--- src/rtl/grant_mux_pkg.sv ---
// Shared types and constants for the grant_mux burst data mux.
package grant_mux_pkg;

    localparam int NUM_REQ = 3;
    localparam int CNT_W   = 8;

    typedef enum logic [1:0] {
        ST_IDLE  = 2'd0,
        ST_BURST = 2'd1,
        ST_DONE  = 2'd2
    } state_e;

    function automatic logic is_onehot(input logic [NUM_REQ-1:0] v);
        return ($countones(v) == 1);
    endfunction

endpackage

--- src/rtl/burst_counter.sv ---
// Saturating up-counter with synchronous clear and a compare against a terminal value.
module burst_counter
    import grant_mux_pkg::*;
(
    input  logic             clk_i,
    input  logic             rst_ni,
    input  logic             clr_i,
    input  logic             inc_i,
    input  logic [CNT_W-1:0] term_i,
    output logic             at_term_o
);

    logic [CNT_W-1:0] cnt_q;
    logic [CNT_W-1:0] cnt_d;

    always_comb begin
        cnt_d = cnt_q;
        if (clr_i) begin
            cnt_d = '0;
        end else if (inc_i && (cnt_q != {CNT_W{1'b1}})) begin
            cnt_d = cnt_q + 1'b1;
        end
    end

    always_ff @(posedge clk_i or negedge rst_ni) begin
        if (!rst_ni) begin
            cnt_q <= '0;
        end else begin
            cnt_q <= cnt_d;
        end
    end

    assign at_term_o = (cnt_q == term_i);

endmodule

--- src/rtl/grant_mux.sv ---
// Burst data mux: latches a one-hot grant as burst owner and forwards that
// requester's beats onto one shared valid/ready port until the burst ends.
module grant_mux
    import grant_mux_pkg::*;
#(
    parameter int DATA_W    = 8,
    parameter int BURST_LEN = 4,
    parameter int TIMEOUT   = 16
) (
    input  logic                      clk,
    input  logic                      reset,
    input  logic [NUM_REQ-1:0]        grant,
    input  logic [NUM_REQ-1:0]        req_valid,
    input  logic [NUM_REQ*DATA_W-1:0] req_data,
    output logic [NUM_REQ-1:0]        req_ready,
    output logic                      out_valid,
    output logic [DATA_W-1:0]         out_data,
    input  logic                      out_ready,
    output logic                      busy,
    output logic [NUM_REQ-1:0]        owner,
    output logic                      done,
    output logic                      aborted,
    output logic                      grant_err
);

    localparam logic [CNT_W-1:0] BEAT_LAST  = CNT_W'(BURST_LEN - 1);
    localparam logic [CNT_W-1:0] STALL_LAST = CNT_W'(TIMEOUT - 1);

    state_e               state_q, state_d;
    logic [NUM_REQ-1:0]   owner_q, owner_d;
    logic                 busy_q, busy_d;
    logic                 done_q, done_d;
    logic                 aborted_q, aborted_d;
    logic                 grant_err_q, grant_err_d;

    logic                 beat_clr, beat_inc, beat_term;
    logic                 stall_clr, stall_inc, stall_term;
    logic                 in_burst, owner_vld, xfer;

    assign in_burst  = (state_q == ST_BURST);
    assign owner_vld = |(req_valid & owner_q);
    assign out_valid = in_burst & owner_vld;
    assign xfer      = out_valid & out_ready;
    assign req_ready = in_burst ? (owner_q & {NUM_REQ{out_ready}}) : '0;

    always_comb begin
        out_data = '0;
        if (in_burst) begin
            for (int i = 0; i < NUM_REQ; i++) begin
                if (owner_q[i]) begin
                    out_data = req_data[i*DATA_W +: DATA_W];
                end
            end
        end
    end

    burst_counter u_beat_cnt (
        .clk_i     (clk),
        .rst_ni    (reset),
        .clr_i     (beat_clr),
        .inc_i     (beat_inc),
        .term_i    (BEAT_LAST),
        .at_term_o (beat_term)
    );

    burst_counter u_stall_cnt (
        .clk_i     (clk),
        .rst_ni    (reset),
        .clr_i     (stall_clr),
        .inc_i     (stall_inc),
        .term_i    (STALL_LAST),
        .at_term_o (stall_term)
    );

    always_comb begin
        state_d     = state_q;
        owner_d     = owner_q;
        aborted_d   = 1'b0;
        grant_err_d = 1'b0;
        beat_clr    = 1'b0;
        beat_inc    = 1'b0;
        stall_clr   = 1'b0;
        stall_inc   = 1'b0;
        unique case (state_q)
            ST_IDLE: begin
                if (is_onehot(grant) && (|(req_valid & grant))) begin
                    owner_d   = grant;
                    beat_clr  = 1'b1;
                    stall_clr = 1'b1;
                    state_d   = ST_BURST;
                end else if ((grant != '0) && !is_onehot(grant)) begin
                    grant_err_d = 1'b1;
                end
            end
            ST_BURST: begin
                // A valid owner cycle resets the stall run even if the sink stalls it.
                beat_inc  = xfer;
                stall_inc = ~owner_vld;
                stall_clr = owner_vld;
                if (xfer && beat_term) begin
                    state_d = ST_DONE;
                end else if (!owner_vld && stall_term) begin
                    state_d   = ST_DONE;
                    aborted_d = 1'b1;
                end
            end
            ST_DONE: begin
                state_d = ST_IDLE;
                owner_d = '0;
            end
            default: begin
                state_d = ST_IDLE;
                owner_d = '0;
            end
        endcase
        busy_d = (state_d != ST_IDLE);
        done_d = (state_d == ST_DONE);
    end

    always_ff @(posedge clk or negedge reset) begin
        if (!reset) begin
            state_q     <= ST_IDLE;
            owner_q     <= '0;
            busy_q      <= 1'b0;
            done_q      <= 1'b0;
            aborted_q   <= 1'b0;
            grant_err_q <= 1'b0;
        end else begin
            state_q     <= state_d;
            owner_q     <= owner_d;
            busy_q      <= busy_d;
            done_q      <= done_d;
            aborted_q   <= aborted_d;
            grant_err_q <= grant_err_d;
        end
    end

    assign owner     = owner_q;
    assign busy      = busy_q;
    assign done      = done_q;
    assign aborted   = aborted_q;
    assign grant_err = grant_err_q;

endmodule

--- config.mk ---
export PLATFORM = sky130hd
export DESIGN_NAME = grant_mux
export DESIGN_NICKNAME = d
export VERILOG_FILES = /design/src/rtl/grant_mux_pkg.sv /design/src/rtl/burst_counter.sv /design/src/rtl/grant_mux.sv
export SDC_FILE = /design/constraint.sdc
export NUM_CORES = 1
export LEC_CHECK = 0
export CORE_MARGIN = 2
export CORE_UTILIZATION = 30
export DETAILED_ROUTE_END_ITERATION = 7
export PLACE_DENSITY_LB_ADDON = 0.1
export SLEW_MARGIN = 20
export SYNTH_ARGS = -nofsm -noshare
export SYNTH_HDL_FRONTEND = slang
export SYNTH_SLANG_ARGS = --single-unit
--- constraint.sdc ---
create_clock -name clk -period 3.7 [get_ports clk]
set_clock_uncertainty 0.05 [all_clocks]
set_input_delay 0.925 -clock clk [delete_from_list [all_inputs] [get_ports clk]]
set_output_delay 0.925 -clock clk [all_outputs]
set_load 0.01 [all_outputs]
==> results.txt, run 1 <==
DIE WIDTH: 76.2 um
CP required: 2720 ps
Final Hold Viols: 0
Critical path, cell by cell: clkdlybuf4s50_1, a222oi_1, nor2_1, clkdlybuf4s50_1
Overflow after GRT: 0
Fmax: 292 MHz
GR Util All Layers: 14.4%
Routed wire per std cell: 14.6 um
First-pass GRT wire length: 6930 um
Syn Nets: 203
Ys Warns: 0
Clock-pin slew on the worst setup and hold paths: 100 ps
Layout Nets: 252
Core Area: 5070 um2
Via count: 1467
DRT antenna net count: 0
Worst-path fanout max: 2
RR Startpoint: owner[2]$_DFFE_PN0P_
Total Power: 0.00128 W
Number of post-CTS setup repair buffers: 0
Maximum clock path buffer count: 2
Post-CTS sizing: 0
Syn avg cell area: 9.37 um2
I/O pin count: 52
Placed cells: 281
CP endpoint kind: output pin
Fill cells: 527
Post-synthesis sequential area ratio: 40.0%
WL final: 4160 um
CTS buffer count: 3
RSZ-0062 raised after global routing: no
Hold Path Origin: u_beat_cnt.cnt_q[0]$_DFFE_PN0P_
Count of pins over their slew limit: 0
RD Place Congestion: 0.816
CP Class: in2out
Hold slack: 470 ps
Starting Density: 30.8%
Worst Tran Pin Value: 574 ps
Non-filler cells, final: 285
Worst-case reg-to-reg path depth: 5
Pleak: 0.888 nW
Sink Count: 25
# port buffers: 51
Max-cap violations: 0
Post-synth ARST share: 100%
Outcome: completed
Worst VDD drop: 231 uV
Via/cell ratio: 5.15
Yosys reg bits: 25
Total number of cells along the worst setup path: 4
Synth Instances: 167
DRT iter0 DRCs: 36
Yosys cell types: 43
Die height: 76.2 um
Capturing point of the worst reg2reg path: u_beat_cnt.cnt_q[5]$_DFFE_PN0P_
Post-synth EDFFs: 0
Cell family with most CP delay: buffers and inverters
Period Utilization, post-route: 92.6%
Layout cells sized above 1: 5.12%
Max incr delay on CP: 500 ps
Die area: 5810 um2
Vias in the first global route: 1447
Min-delay worst type: reg2reg
Worst Setup EP: out_valid
Antenna violations before repair: 0
Critical path startpoint category: input port
Largest net degree at the start of global routing: 26
CTS tree: built
DRC: 0
CTS H-tree lvls: 1
Final setup viols: 0
Buf/Inv on CP: 2
Setup TNS: 0 ps
Initial DRT Pass Iterations: 4
Critical Path Slowest Stage Cell: a222oi_1
Num rows: 26
Sequential Area: 626 um2
Hold-fix buffers at CTS: 0
Clk_lat worst skew: 270 ps
Root Buffer Master: clkbuf_8
HPWL after DPL: 3280 um
Area taken by multi-input logic gates: 868 um2
# diodes: 0
R2r setup slk: 1320 ps
Area Overhead vs Synth: 39.6%
Worst rel slew slack: 61.4%
Crit path top cell by count: clkdlybuf4s50_1
Worst EP arrival: 2450 ps
Predominant post-synthesis flop cell: dfrtp_1
Crit path from: req_valid[0]
Cell area power density: 586 nW/um2
Minimum clock period: 3430 ps
Area of the mapped netlist: 1560 um2
flip-flops by register name (all words and copies together), names as in the netlist:
signal / flops
u_beat_cnt.cnt_q: 8
busy: 1
u_stall_cnt.cnt_q: 8
aborted: 1
grant_err: 1
state_q: 2
owner: 3
done: 1
synthesized netlist by cell type (3+ instances only):
master / n / area (um2)
a221oi_1: 8 / 70.1
nor2b_1: 10 / 62.6
a21oi_1: 6 / 30.0
nand2b_1: 4 / 25.0
o21a_1: 3 / 22.5
mux2i_1: 7 / 70.1
and3_1: 5 / 31.3
dfrtp_1: 25 / 626
nor4_1: 4 / 25.0
nand3_1: 6 / 30.0
inv_1: 4 / 15.0
or4_1: 3 / 22.5
nor3_1: 12 / 60.1
nor2_1: 12 / 45.0
or3_1: 4 / 25.0
nand2_1: 11 / 41.3
clkbuf_1: 6 / 22.5
xor2_1: 3 / 26.3
power by group:
group / internal [W] / leakage, nW / switching, W
sequential: 0.000330 / 0.332 / 0.000104
clock: 0.0000789 / 0.0261 / 0.0000914
combinational: 0.000356 / 0.529 / 0.000319
stage by stage:
step	instance area (um2)	utilization [%]	worst slack (ps)
6_report	2180	43.0	272
4_1_cts	2180	43.0	224
2_1_floorplan	1560	-	1100
3_3_place_gp	2130	42.0	233
3_5_place_dp	2130	42.0	229
5_1_grt	2180	43.0	136
worst min path at each step:
| stage | cells past startpoint | slack, ps | to |
|---|---|---|---|
| 2_1_floorplan | 1 | 430 | u_beat_cnt.cnt_q[0]$_DFFE_PN0P_ |
| 3_3_place_gp | 1 | 450 | u_beat_cnt.cnt_q[0]$_DFFE_PN0P_ |
| 3_5_place_dp | 1 | 460 | u_beat_cnt.cnt_q[0]$_DFFE_PN0P_ |
| 4_1_cts | 1 | 470 | u_beat_cnt.cnt_q[0]$_DFFE_PN0P_ |
| 5_1_grt | 1 | 500 | u_beat_cnt.cnt_q[0]$_DFFE_PN0P_ |
| 6_report | 1 | 470 | u_beat_cnt.cnt_q[0]$_DFFE_PN0P_ |
layout make-up:
type	count	share of cell area (%)
clock buffers	3	1.89
clock inverters	1	0.401
flip-flops and latches	25	28.7
well taps	70	4.01
repair buffers	54	24.4
multi-input cells	127	39.8
inverters	5	0.860
cell usage in the layout, fill, tap and decap left out, types with 3 or more instances in the layout:
cell type,instances
or3_1,4
buf_4,3
o21a_1,3
nand2b_1,4
nor2_1,12
nand3_1,6
nor4_1,4
dfrtp_1,25
nor3_1,12
and3_1,5
clkbuf_8,3
clkdlybuf4s50_1,51
xor2_1,3
nor2b_1,10
inv_1,4
or4_1,3
a21oi_1,6
mux2i_1,7
nand2_1,11
a221oi_1,8
worst reg2reg max path, stage by stage (launching register included):
cell	delay (ps)
dfrtp_1	710
a222oi_1	220
buf_4	240
a2111oi_1	550
or4b_1	480
nand2_1	80
cell families (layout without fill, tap and decap cells):
kind of cell             after synthesis  in the layout  synth area share (%)
multiplexers                           7              7                  4.48
AND/OR/NAND/NOR                       79             79                  28.4
buffers and inverters                 15             63                  4.48
flip-flops                            25             25                  40.0
AO/OA/AOI/OAI                         34             34                  17.5
XOR/XNOR                               4              4                  2.24
adder cells (fa/ha/maj)                3              3                  2.88
metal layers:
| layer | GRT usage (%) | vias to the layer above | wire length (um) |
|---|---|---|---|
| li1 | - | 722 | - |
| met1 | 17.3 | 701 | 1730 |
| met2 | 26.0 | 40 | 2230 |
| met3 | 2.73 | 4 | 150 |
| met4 | 4.36 | 0 | 50 |
| met5 | 0 | - | 0 |
No activity file was read; power rests on OpenSTA's default activity.
==> run 2, diff against run 1 <==
--- a/config.mk
+++ b/config.mk
@@ -9,6 +9,7 @@
 export CORE_UTILIZATION = 30
 export DETAILED_ROUTE_END_ITERATION = 7
 export PLACE_DENSITY_LB_ADDON = 0.1
+export SKIP_LAST_GASP = 1
 export SLEW_MARGIN = 20
 export SYNTH_ARGS = -nofsm -noshare
 export SYNTH_HDL_FRONTEND = slang
==> results of run 2 <==
The final DEF is identical to that of run 1; final timing and power are the same.
==> run 3, diff against run 2 <==
--- a/config.mk
+++ b/config.mk
@@ -9,6 +9,7 @@
 export CORE_UTILIZATION = 30
 export DETAILED_ROUTE_END_ITERATION = 7
 export PLACE_DENSITY_LB_ADDON = 0.1
+export REMOVE_ABC_BUFFERS = 1
 export SKIP_LAST_GASP = 1
 export SLEW_MARGIN = 20
 export SYNTH_ARGS = -nofsm -noshare
==> constraint.sdc (replaced) <==
create_clock -name clk -period 3.7 [get_ports clk]
set_clock_uncertainty 0.05 [all_clocks]
set_input_delay 0.74 -clock clk [delete_from_list [all_inputs] [get_ports clk]]
set_output_delay 0.74 -clock clk [all_outputs]
set_load 0.01 [all_outputs]
==> run 3 against run 2 <==
Clock-buffer cell count unchanged. Final area fell by 0.34%. Critical path depth did not move. Largest cell class unchanged. Largest power group unchanged.
==> results.txt, run 3 (same netlist as run 1, synthesis figures left out) <==
Most frequent cells in the layout: clkdlybuf4s50_1 (51), dfrtp_1 (25), nor2_1 (12), nor3_1 (12), nand2_1 (11)
Minimum clock period: 3060 ps (-364 ps)
Outcome: completed
Critical Path Slowest Stage Cell: a222oi_1
# diodes: 0 (unchanged)
Post-place setup slack: 650 ps (+421 ps)
Fill cells: 513 (-2.7%)
Hold depth: 1 (unchanged)
Core Area: 5070 um2 (unchanged)
Largest net degree at the start of global routing: 26 (unchanged)
Layout Nets: 251 (-0.40%)
Fmax: 326 MHz (+12%)
Pleak: 0.883 nW (-0.52%)
Crit path top cell by count: clkdlybuf4s50_1
First-pass GRT wire length: 6900 um (-0.39%)
Setup TNS: 0 ps (unchanged)
Die area: 5810 um2 (unchanged)
Starting Density: 30.8% (unchanged)
Total Power: 0.00126 W (-1.5%)
Via count: 1474 (+0.48%)
Antenna violations before repair: 0 (unchanged)
Buf/Inv on CP: 2 (unchanged)
HPWL after DPL: 3170 um (-3.5%)
Max-cap violations: 0 (unchanged)
RSZ-0062 raised after global routing: no
Worst Tran Pin Value: 685 ps (+112 ps)
Clock-pin slew on the worst setup and hold paths: 90 ps (about the same)
CP required: 2910 ps (+190 ps)
Worst EP arrival: 2270 ps (-180 ps)
Count of pins over their slew limit: 0 (unchanged)
Switching Fraction: 39.8% (-0.40 points)
Min-delay worst type: reg2reg
Gate power share: 52.4% (-0.4 points)
DRT iter0 DRCs: 107 (+200%)
DIE WIDTH: 76.2 um (unchanged)
Hold-fix buffers at CTS: 0 (unchanged)
Layout cells sized above 1: 4.67% (-0.44 points)
Worst-case reg-to-reg path depth: 5 (unchanged)
Most common cell after layout, fill and taps aside: clkdlybuf4s50_1
Max incr delay on CP: 510 ps (about the same)
GR Util All Layers: 14.4% (about the same)
Int Pwr: 0.000758 W (-0.87%)
I/O pin count: 52 (unchanged)
Worst-path fanout max: 2 (unchanged)
WL final: 4000 um (-3.9%)
Routed wire per std cell: 14.1 um (-3.5%)
Initial DRT Pass Iterations: 4 (unchanged)
Total number of cells along the worst setup path: 4 (unchanged)
Area Overhead vs Synth: 39.1%
Switching power: 0.000502 W (-2.5%)
Final Hold Viols: 0 (unchanged)
CP Class: in2out
# port buffers: 51 (unchanged)
Finished Core Util: 42.9% (-0.15 points)
Placed cells: 280 (-0.36%)
Worst rel slew slack: 53.9% (-7.5 points)
Clock network fraction of total power: 13.4% (about the same)
Register share of total power: 34.2% (+0.3 points)
Root Buffer Master: clkbuf_8
Number of post-CTS setup repair buffers: 0 (unchanged)
CTS buffer count: 3 (unchanged)
DRT antenna net count: 0 (unchanged)
RD Place Congestion: 0.883 (+8.2%)
Clk_lat worst skew: 270 ps (about the same)
CTS tree: built
Maximum clock path buffer count: 2 (unchanged)
Overflow after GRT: 0 (unchanged)
Worst VDD drop: 279 uV (+21%)
DRC: 0 (unchanged)
Num rows: 26 (unchanged)
Cell family with most CP delay: buffers and inverters
Sink Count: 25 (unchanged)
Non-filler cells, final: 284 (-0.35%)
Cell area power density: 579 nW/um2 (-1.2%)
Critical path, cell by cell: clkdlybuf4s50_1, a222oi_1, nor2_1, clkdlybuf4s50_1
Final setup viols: 0 (unchanged)
CTS H-tree lvls: 1 (unchanged)
Period Utilization, post-route: 82.8% (-9.8 points)
CP endpoint kind: output pin
Post-CTS sizing: 0 (unchanged)
Critical path startpoint category: input port
Vias in the first global route: 1439 (-0.55%)
Die height: 76.2 um (unchanged)
Setup ws final: 636 ps (+364 ps)
Via/cell ratio: 5.19 (+0.83%)
==> run 3: changes by cell type in the layout (fill, tap and decap cells not counted), sizes merged <==
cell | previous run | this run
buf | 3 | 2
==> run 3: worst paths after layout <==
| kind | startpoint | to | slack, ps |
|---|---|---|---|
| max in group asynchronous | reset | u_beat_cnt.cnt_q[5]$_DFFE_PN0P_ | 2590 |
| min | u_beat_cnt.cnt_q[0]$_DFFE_PN0P_ | u_beat_cnt.cnt_q[0]$_DFFE_PN0P_ | 460 |
| max | req_valid[0] | out_valid | 640 |
| min reg2reg | u_beat_cnt.cnt_q[0]$_DFFE_PN0P_ | u_beat_cnt.cnt_q[0]$_DFFE_PN0P_ | 460 |
| min in group asynchronous | reset | aborted$_DFF_PN0_ | 770 |
| max reg2reg | owner[2]$_DFFE_PN0P_ | u_beat_cnt.cnt_q[5]$_DFFE_PN0P_ | 1290 |
==> run 3: final cells by class <==
class | count | area, um2 | share of cell area, %
flip-flops and latches | 25 | 626 | 28.8
repair buffers | 53 | 526 | 24.2
clock buffers | 3 | 41.3 | 1.90
inverters | 5 | 18.8 | 0.863
clock inverters | 1 | 8.76 | 0.403
multi-input cells | 127 | 868 | 39.9
well taps | 70 | 87.6 | 4.03
==> run 3: power groups by stage <==
stage | logic, W | clock network [W] | registers, W
after detailed placement | 0.000668 | 0 | 0.000437
final | 0.000660 | 0.000168 | 0.000431
after global routing | 0.000732 | 0.000190 | 0.000447
after global placement | 0.000668 | 0 | 0.000436
after CTS | 0.000671 | 0.000179 | 0.000431
after floorplan | 0.000350 | 0 | 0.000421
==> run 3: routing by layer <==
layer | global-route usage (%) | routed length, um
met1 | 18.6 | 1740
met3 | 3.20 | 106
met2 | 24.5 | 2130
met4 | 3.64 | 23
met5 | 0 | 0
==> run 3: through the flow <==
stage	instance area (um2)	hold WS, ps
2_1_floorplan	1510	394
3_3_place_gp	2130	446
3_5_place_dp	2130	463
4_1_cts	2180	477
5_1_grt	2180	486
6_report	2180	465
